**src/rtl/produttore_media_pkg.sv**
```systemverilog
// Shared types and defaults for the averaging soc/eoc producer.
// State encoding and the accumulator width live here.
package produttore_media_pkg;

  localparam int W_DEF      = 8;
  localparam int LOG2_N_DEF = 2;
  localparam int ACC_W_DEF  = W_DEF + LOG2_N_DEF;

  typedef enum logic [1:0] {
    IDLE = 2'd0,
    ACQ  = 2'd1,
    FINE = 2'd2
  } star_t;

endpackage

```
**src/rtl/produttore_media_if.sv**
```systemverilog
// soc/eoc 4-phase bundle between the producer and its consumer.
// The producer side is the slave modport: it receives soc and x.
interface produttore_media_if #(
  parameter int W = 8
);

  logic         soc;
  logic [W-1:0] x;
  logic         eoc;
  logic [W-1:0] numero;

  modport master (
    output soc,
    output x,
    input  eoc,
    input  numero
  );

  modport slave (
    input  soc,
    input  x,
    output eoc,
    output numero
  );

endinterface

```
**src/rtl/produttore_media.sv**
```systemverilog
// Averages N_SAMPLES consecutive x samples per soc request and
// returns a nonzero result through a full 4-phase soc/eoc handshake.
module produttore_media
  import produttore_media_pkg::*;
#(
  parameter int W         = W_DEF,
  parameter int LOG2_N    = LOG2_N_DEF,
  parameter int N_SAMPLES = 1 << LOG2_N,
  parameter int ZERO_SUB  = 1
) (
  input  logic             clock,
  input  logic             reset,
  produttore_media_if.slave bus
);

  localparam int AW = W + LOG2_N;
  localparam int CW = LOG2_N + 1;

  localparam logic [CW-1:0] LAST = CW'(N_SAMPLES - 1);
  localparam logic [W-1:0]  SUB  = W'(ZERO_SUB);

  star_t         r_star;
  logic [AW-1:0] r_acc;
  logic [CW-1:0] r_cnt;
  logic          r_eoc;
  logic [W-1:0]  r_numero;

  logic [AW-1:0] w_x_ext;
  logic [W-1:0]  w_avg;
  logic [W-1:0]  w_res;

  assign w_x_ext = {{LOG2_N{1'b0}}, bus.x};
  assign w_avg   = r_acc[AW-1:LOG2_N];
  assign w_res   = (w_avg == '0) ? SUB : w_avg;

  assign bus.eoc    = r_eoc;
  assign bus.numero = r_numero;

  // numero only moves on the edge that raises eoc
  always_ff @(posedge clock) begin
    if (reset) begin
      r_star   <= IDLE;
      r_eoc    <= 1'b1;
      r_numero <= '0;
      r_acc    <= '0;
      r_cnt    <= '0;
    end else begin
      case (r_star)
        IDLE: begin
          r_eoc <= 1'b1;
          if (bus.soc) begin
            r_eoc  <= 1'b0;
            r_acc  <= '0;
            r_cnt  <= '0;
            r_star <= ACQ;
          end
        end
        ACQ: begin
          r_eoc <= 1'b0;
          r_acc <= r_acc + w_x_ext;
          r_cnt <= r_cnt + 1'b1;
          if (r_cnt == LAST) r_star <= FINE;
        end
        FINE: begin
          if (!bus.soc) begin
            r_numero <= w_res;
            r_eoc    <= 1'b1;
            r_star   <= IDLE;
          end else begin
            r_eoc <= 1'b0;
          end
        end
        default: begin
          r_eoc  <= 1'b1;
          r_star <= IDLE;
        end
      endcase
    end
  end

endmodule

```
**src/flat_wrapper.sv**
```systemverilog
// flat-port wrapper written by rule: the top's interface ports become plain ports
module produttore_media_flat import produttore_media_pkg::*;
#(
  parameter int W         = W_DEF,
  parameter int LOG2_N    = LOG2_N_DEF,
  parameter int N_SAMPLES = 1 << LOG2_N,
  parameter int ZERO_SUB  = 1
)
  (clock, reset, bus_soc, bus_x, bus_eoc, bus_numero);
  produttore_media_if #(.W(W)) bus_i ();
  input  logic clock;
  input  logic reset;
  input wire logic [$bits(bus_i.soc)-1:0] bus_soc;
  input wire logic [$bits(bus_i.x)-1:0] bus_x;
  output wire logic [$bits(bus_i.eoc)-1:0] bus_eoc;
  output wire logic [$bits(bus_i.numero)-1:0] bus_numero;
  assign bus_i.soc = bus_soc;
  assign bus_i.x = bus_x;
  assign bus_eoc = bus_i.eoc;
  assign bus_numero = bus_i.numero;
  produttore_media #(.W(W), .LOG2_N(LOG2_N), .N_SAMPLES(N_SAMPLES), .ZERO_SUB(ZERO_SUB)) u_core (.clock(clock), .reset(reset), .bus(bus_i));
endmodule
```
**config.mk**
```make
export PLATFORM = sky130hd
export DESIGN_NAME = produttore_media_flat
export DESIGN_NICKNAME = d
export VERILOG_FILES = /design/src/rtl/produttore_media_pkg.sv /design/src/rtl/produttore_media_if.sv /design/src/rtl/produttore_media.sv /design/src/flat_wrapper.sv
export SDC_FILE = /design/constraint.sdc
export NUM_CORES = 1
export LEC_CHECK = 0
export ABC_AREA = 1
export ABC_CLOCK_PERIOD_IN_PS = 1750
export CAP_MARGIN = 20
export CELL_PAD_IN_SITES_DETAIL_PLACEMENT = 0
export CELL_PAD_IN_SITES_GLOBAL_PLACEMENT = 1
export CORE_UTILIZATION = 34
export CTS_CLUSTER_SIZE = 24
export DETAILED_ROUTE_END_ITERATION = 12
export PLACE_DENSITY_LB_ADDON = 0.05
export SYNTH_ARGS = -nofsm -noshare
export SYNTH_HDL_FRONTEND = slang
export SYNTH_SLANG_ARGS = --single-unit
```
**constraint.sdc**
```tcl
create_clock -name clock -period 1.75 [get_ports clock]
set_clock_uncertainty 0.05 [all_clocks]
set_input_delay 0.4375 -clock clock [delete_from_list [all_inputs] [get_ports clock]]
set_output_delay 0.4375 -clock clock [all_outputs]
set_load 0.05 [all_outputs]
```
Yosys cells after proc, flatten, opt, wreduce, memory -nomap -nowiden
Cells that the tools add are included.

storage, ports and cells
  flip-flop bits (word level) = 24
  word-level logic and storage cells = 32
  output and inout port bits = 9

operators by class
  reduce and logical (&&, ||, !) cells = 7
  bitwise logic cells = 1
  add/subtract/negate cells = 2
  muxes and demuxes = 11
  equality and inequality tests = 6

operator list
  operator               count
  $pmux W10 S2           1
  $add A10 B8 Y10        1
  $mux W10               1
  $logic_not A8 Y1       1
  $mux W8                1
  $mux W2                3
  $pmux W2 S3            1
  $pmux W3 S2            1
  $ne A2 B2 Y1 const B   2
  $reduce_and A2 Y1      2
  $add A3 B1 Y3 const B  1
  $eq A3 B2 Y1 const B   1
  $mux W3                1
  $reduce_and A3 Y1      1
  $eq A2 B1 Y1 const B   1
  $eq A2 B2 Y1 const B   1
  $logic_not A2 Y1       1
  $ne A2 B1 Y1 const B   1
  $pmux W1 S2            1
  $reduce_bool A2 Y1     1
  $reduce_or A2 Y1       1
  $mux W1                1
  $not A1 Y1             1

Longest topological paths before layout
  word-level depth = 3
  gate-level depth with buffers = 11
  depth with buffers taken out = 11

Least setup slack after synthesis
OpenSTA, ideal clock, no wires.

  path kind = input -> register
  from = input bus_x[0]
  to = register u_core.r_acc[6]
  library setup time = 70 ps
  arrival time = 1570 ps
  stages = 10
  buffers on the path = 0
  setup slack = 60 ps
  cell sequence = ha_1 > inv_1 > fa_1 > inv_1 > nand3_1 > nand2_1 > nand3_1 > nand3b_1 > nand3_1 > a21oi_1

on the way
  cells in the longest elaborated chain, start to end = 2

ends and longest elaborated chain
  element                 line                    RTL
  start: declaration      flat_wrapper.sv:14      input wire logic [$bits(bus_i.x)-1:0] bus_x;
  $add A10 B8 Y10         produttore_media.sv:60  r_acc <= r_acc + w_x_ext;
  $pmux W10 S2            produttore_media.sv:48  case (r_star)
  end signal: assignment  produttore_media.sv:60
  end: declaration        produttore_media.sv:23  logic [AW-1:0] r_acc;

Every way passes these cells.
A chain may end at the register's enable or synchronous reset.

Worst setup path after layout
  from = input bus_x[0]
  to = register u_core.r_acc[2]

Same word-level chain as after synthesis.

==> reports/results.md <==
| Parameter | Value |
|---|---|
| Global routing usage on met2 | 29.4% |
| Library cell occupying the most area in the post-synthesis netlist | dfxtp_1 |
| Worst slack at placement | -535 ps |
| Min-Delay Endpoint | u_core.r_cnt[2] |
| Path type of the worst setup path | in2reg |
| Post-detailed-placement half-perimeter wirelength | 2.30 mm |
| Number of max-slew violations in the final report | 0 |
| Count of port buffers added during placement | 19 |
| Launch point of the worst hold path | u_core.r_cnt[2] |
| Final clock period utilization by the worst path | 93.6% |
| Cell internal power dissipation | 0.911 mW |
| Instance count after placement with tap cells included | 265 |
| Post-layout minimum cycle time | 1640 ps |
| Placer's final routability congestion estimate | 0.816 |
| Type of element launching the critical path | primary input |
| Net switching power of the design | 0.332 mW |
| Overall track demand over capacity in global routing | 15.7% |
| Longest individual stage delay on the worst path | 260 ps |
| CTS Hold Bufs | 0 |
| Cell area after layout | 0.00188 sq mm |
| Top Usage Layer GRT | met2 |
| Post-route insts no fill | 273 |
| Maximum fanout count along the critical path | 2 |
| Crit path depth | 10 |
| Antenna fix cells | 0 |
| Total detailed-routing wirelength | 3.10 mm |
| Number of distinct library cells after synthesis | 25 |
| Pwr Density | 661 mW/mm^2 |
| Maximum vdd ir drop | 0.000486 V |
| CTS root buffer | clkbuf_8 |
| Number of hold-slack violations in the final timing report | 0 |
| Proportion of total power due to net switching | 26.7% |
| Worst r2r src | u_core.r_acc[0] |
| Number of DRC violations after detailed-routing iteration 0 | 53 |
| Min-delay worst type | reg2reg |
| # rows | 22 |
| Share of synthesized area occupied by flip-flops and latches | 35.9% |
| Type of element capturing the critical path | register |
| Die X | 64.7 microns |
| Worst-path cell with the longest stage delay | or2_2 |
| Post-DRT Antenna Nets | 0 |
| Depth of the worst hold-timing path | 2 |
| Worst setup slack for register-to-register paths | 150 ps |
| Worst-margin pin slew | 322 ps |
| WP data required | 1860 ps |
| Number of instances in the synthesized netlist | 188 |
| Met3 capacity usage during global routing | 3.70% |
| Global-route wire length before repair | 5.08 mm |
| H-Tree Level Count | 1 |
| DP Area | 0.00165 sq mm |
| Share of final-layout standard cells stronger than drive strength 1 | 27.6% |
| Lkg Pwr | 0.884 nW |
| Post-synth top cells | nand2_1, dfxtp_1, inv_1 |
| Critical path startpoint | bus_x[0] |
| Worst R2R End | u_core.r_acc[4] |
| CTS tree | built |
| Post-route core utilization | 50.6% |
| Number of cells on the worst reg-to-reg path | 10 |
| Worst Path Arrival | 1740 ps |
| Result of the run | completed |
| Crit path cell chain | dlygate4sd2_1 > ha_2 > inv_2 > fa_2 > inv_2 > buf_4 > buf_4 > or2_2 > nand3_1 > a21oi_1 |
| Area Overhead vs Synth | 40.7% |
| Relative max-transition margin | 78.5% |
| Worst-path clk slew | 80 ps |
| Via count of the first global-routing pass | 1,209 |
| First-pass iteration count of the detailed router | 4 |
| Share of flip-flops with an asynchronous set or reset | 0% |
| Total power draw | 1.24 mW |
| Final number of setup-violating endpoints | 0 |
| Sink count of the clock tree | 24 |
| Die H | 64.7 microns |
| # fillers | 398 |
| Vias | 1,296 |
| Effective utilization at floorplan | 36.0% |
| EDFF count, synth | 0 |
| Total CTS buffers | 3 |
| Synthesized area | 0.00134 sq mm |
| Die area | 0.00419 sq mm |
| Insertion delay of the later-clocked pin in the worst-skew pair | 260 ps |
| Register share of total power | 47.3% |
| Global-route met1 utilization | 17.8% |
| Max-cap viol count | 0 |
| Ranking of synthesized cells by area | dfxtp_1, nand2_1, ha_1 |
| Area of the core region | 0.00372 sq mm |
| Total number of yosys warnings | 0 |
| Largest delay contributor family on the critical path | buffers and inverters |
| # nets final | 248 |
| Top-area cell type share of the netlist area | 35.9% |
| Pin count of the biggest net entering global routing | 14 |
| Seq cells post-synth | 24 |
| Fraction of power consumed by the clock network | 29.7% |
| Library cell with the highest instance count after synthesis | nand2_1 |
| Post-Synthesis Mean Instance Area | 7.11 sq um |
| F_max | 611 MHz |
| Worst setup margin | 112 ps |
| Post-synthesis net count | 210 |
| Number of design rule violations left after detail routing | 0 |
| Remaining global-route overflow | 0 |
| Count of buffering cells on the critical path with inverters included | 5 |
| Main flop type after synthesis | dfxtp_1 |
| Share of power burned in combinational logic | 23.1% |
| Max Buffers Root-to-Sink | 2 |
| Unrepaired setup endpoints after global routing | no |
| Routed WL per cell | 11.4 microns |
| DR vias/cell | 4.75 |
| Number of antenna violations at the first check in global routing | 0 |
| Ports | 20 |
metrics by stage:
| step | setup TNS [ps] | hold WS (ps) |
|---|---|---|
| 5_1_grt | 0 | 427 |
| 6_report | 0 | 412 |
| 3_3_place_gp | -2930 | 397 |
| 4_1_cts | 0 | 414 |
| 2_1_floorplan | 0 | 378 |
| 3_5_place_dp | -3170 | 401 |
power groups by stage:
stage                     Clock [mW]  Combinational [mW]  Sequential [mW]
after floorplan                    0               0.146            0.597
after global placement             0               0.245            0.596
after detailed placement           0               0.247            0.596
after CTS                      0.390               0.273            0.585
after global routing           0.410               0.323            0.590
final                          0.369               0.287            0.587
cells by family (layout without fill, tap and decap cells):
| family | count (synthesis) | count (layout) | share of synthesized area [%] |
|---|---|---|---|
| compound gates | 35 | 35 | 14.2 |
| fa+ha+maj | 11 | 11 | 10.9 |
| buf+inv | 26 | 63 | 8.98 |
| flops | 24 | 24 | 35.9 |
| simple gates | 92 | 92 | 30.0 |
how the worst max path moves through the flow:
stage / end / slack (ps)
CTS: u_core.r_acc[9] / 20
finish: u_core.r_acc[2] / 110
global placement: u_core.r_acc[6] / -490
floorplan: u_core.r_acc[6] / 60
global route: u_core.r_acc[6] / 10
detailed placement: u_core.r_acc[6] / -540
what timing repair did:
| item | 4_1_cts | 5_1_grt |
|---|---|---|
| setup buffers | 3 | 1 |
| resized for setup | 18 | 14 |
| pin swaps | 7 | 8 |
| endpoints found under the setup margin | 7 | 4 |
placed cells by master (no fill, tap or decap), types with 3 or more instances in the layout:
cell and instances:
a21oi_1 19, buf_4 27, clkbuf_8 4, dfxtp_1 24
dlymetal6s2s_1 6, ha_1 3, ha_4 6, inv_1 18
inv_2 3, nand2_1 44, nand2_2 5, nand3_1 11
nand3_2 4, nand3b_1 3, nor2_1 15, o21ai_0 10
final cells by class:
type | count | area [sq um] | share of cell area [%]
inverters | 21 | 78.8 | 4.19
well taps | 48 | 60.1 | 3.19
multi-input cells | 138 | 872 | 46.3
flip-flops and latches | 24 | 480 | 25.5
clock buffers | 4 | 55.1 | 2.93
repair buffers | 38 | 335 | 17.8
state kept, by name, summed over array words and instances (netlist names):
name,count
u_core.bus.eoc,1
u_core.r_acc,10
u_core.r_star,2
u_core.bus.numero,8
u_core.r_cnt,3
metal layers:
layer / wire length (microns) / vias to the layer above
met2: 1600 / 13
met1: 1410 / 593
met5: 0 / -
li1: - / 690
met4: 0 / 0
met3: 85 / 0
tightest hold or removal path: cells and delay by family, from the launching register on:
family | cells | cell delay (ps)
DFF | 1 | 310
AOI/OAI and AO/OA | 1 | 50
and+or+nand+nor | 1 | 60
Note: power is estimated with default switching activity, not from simulation.
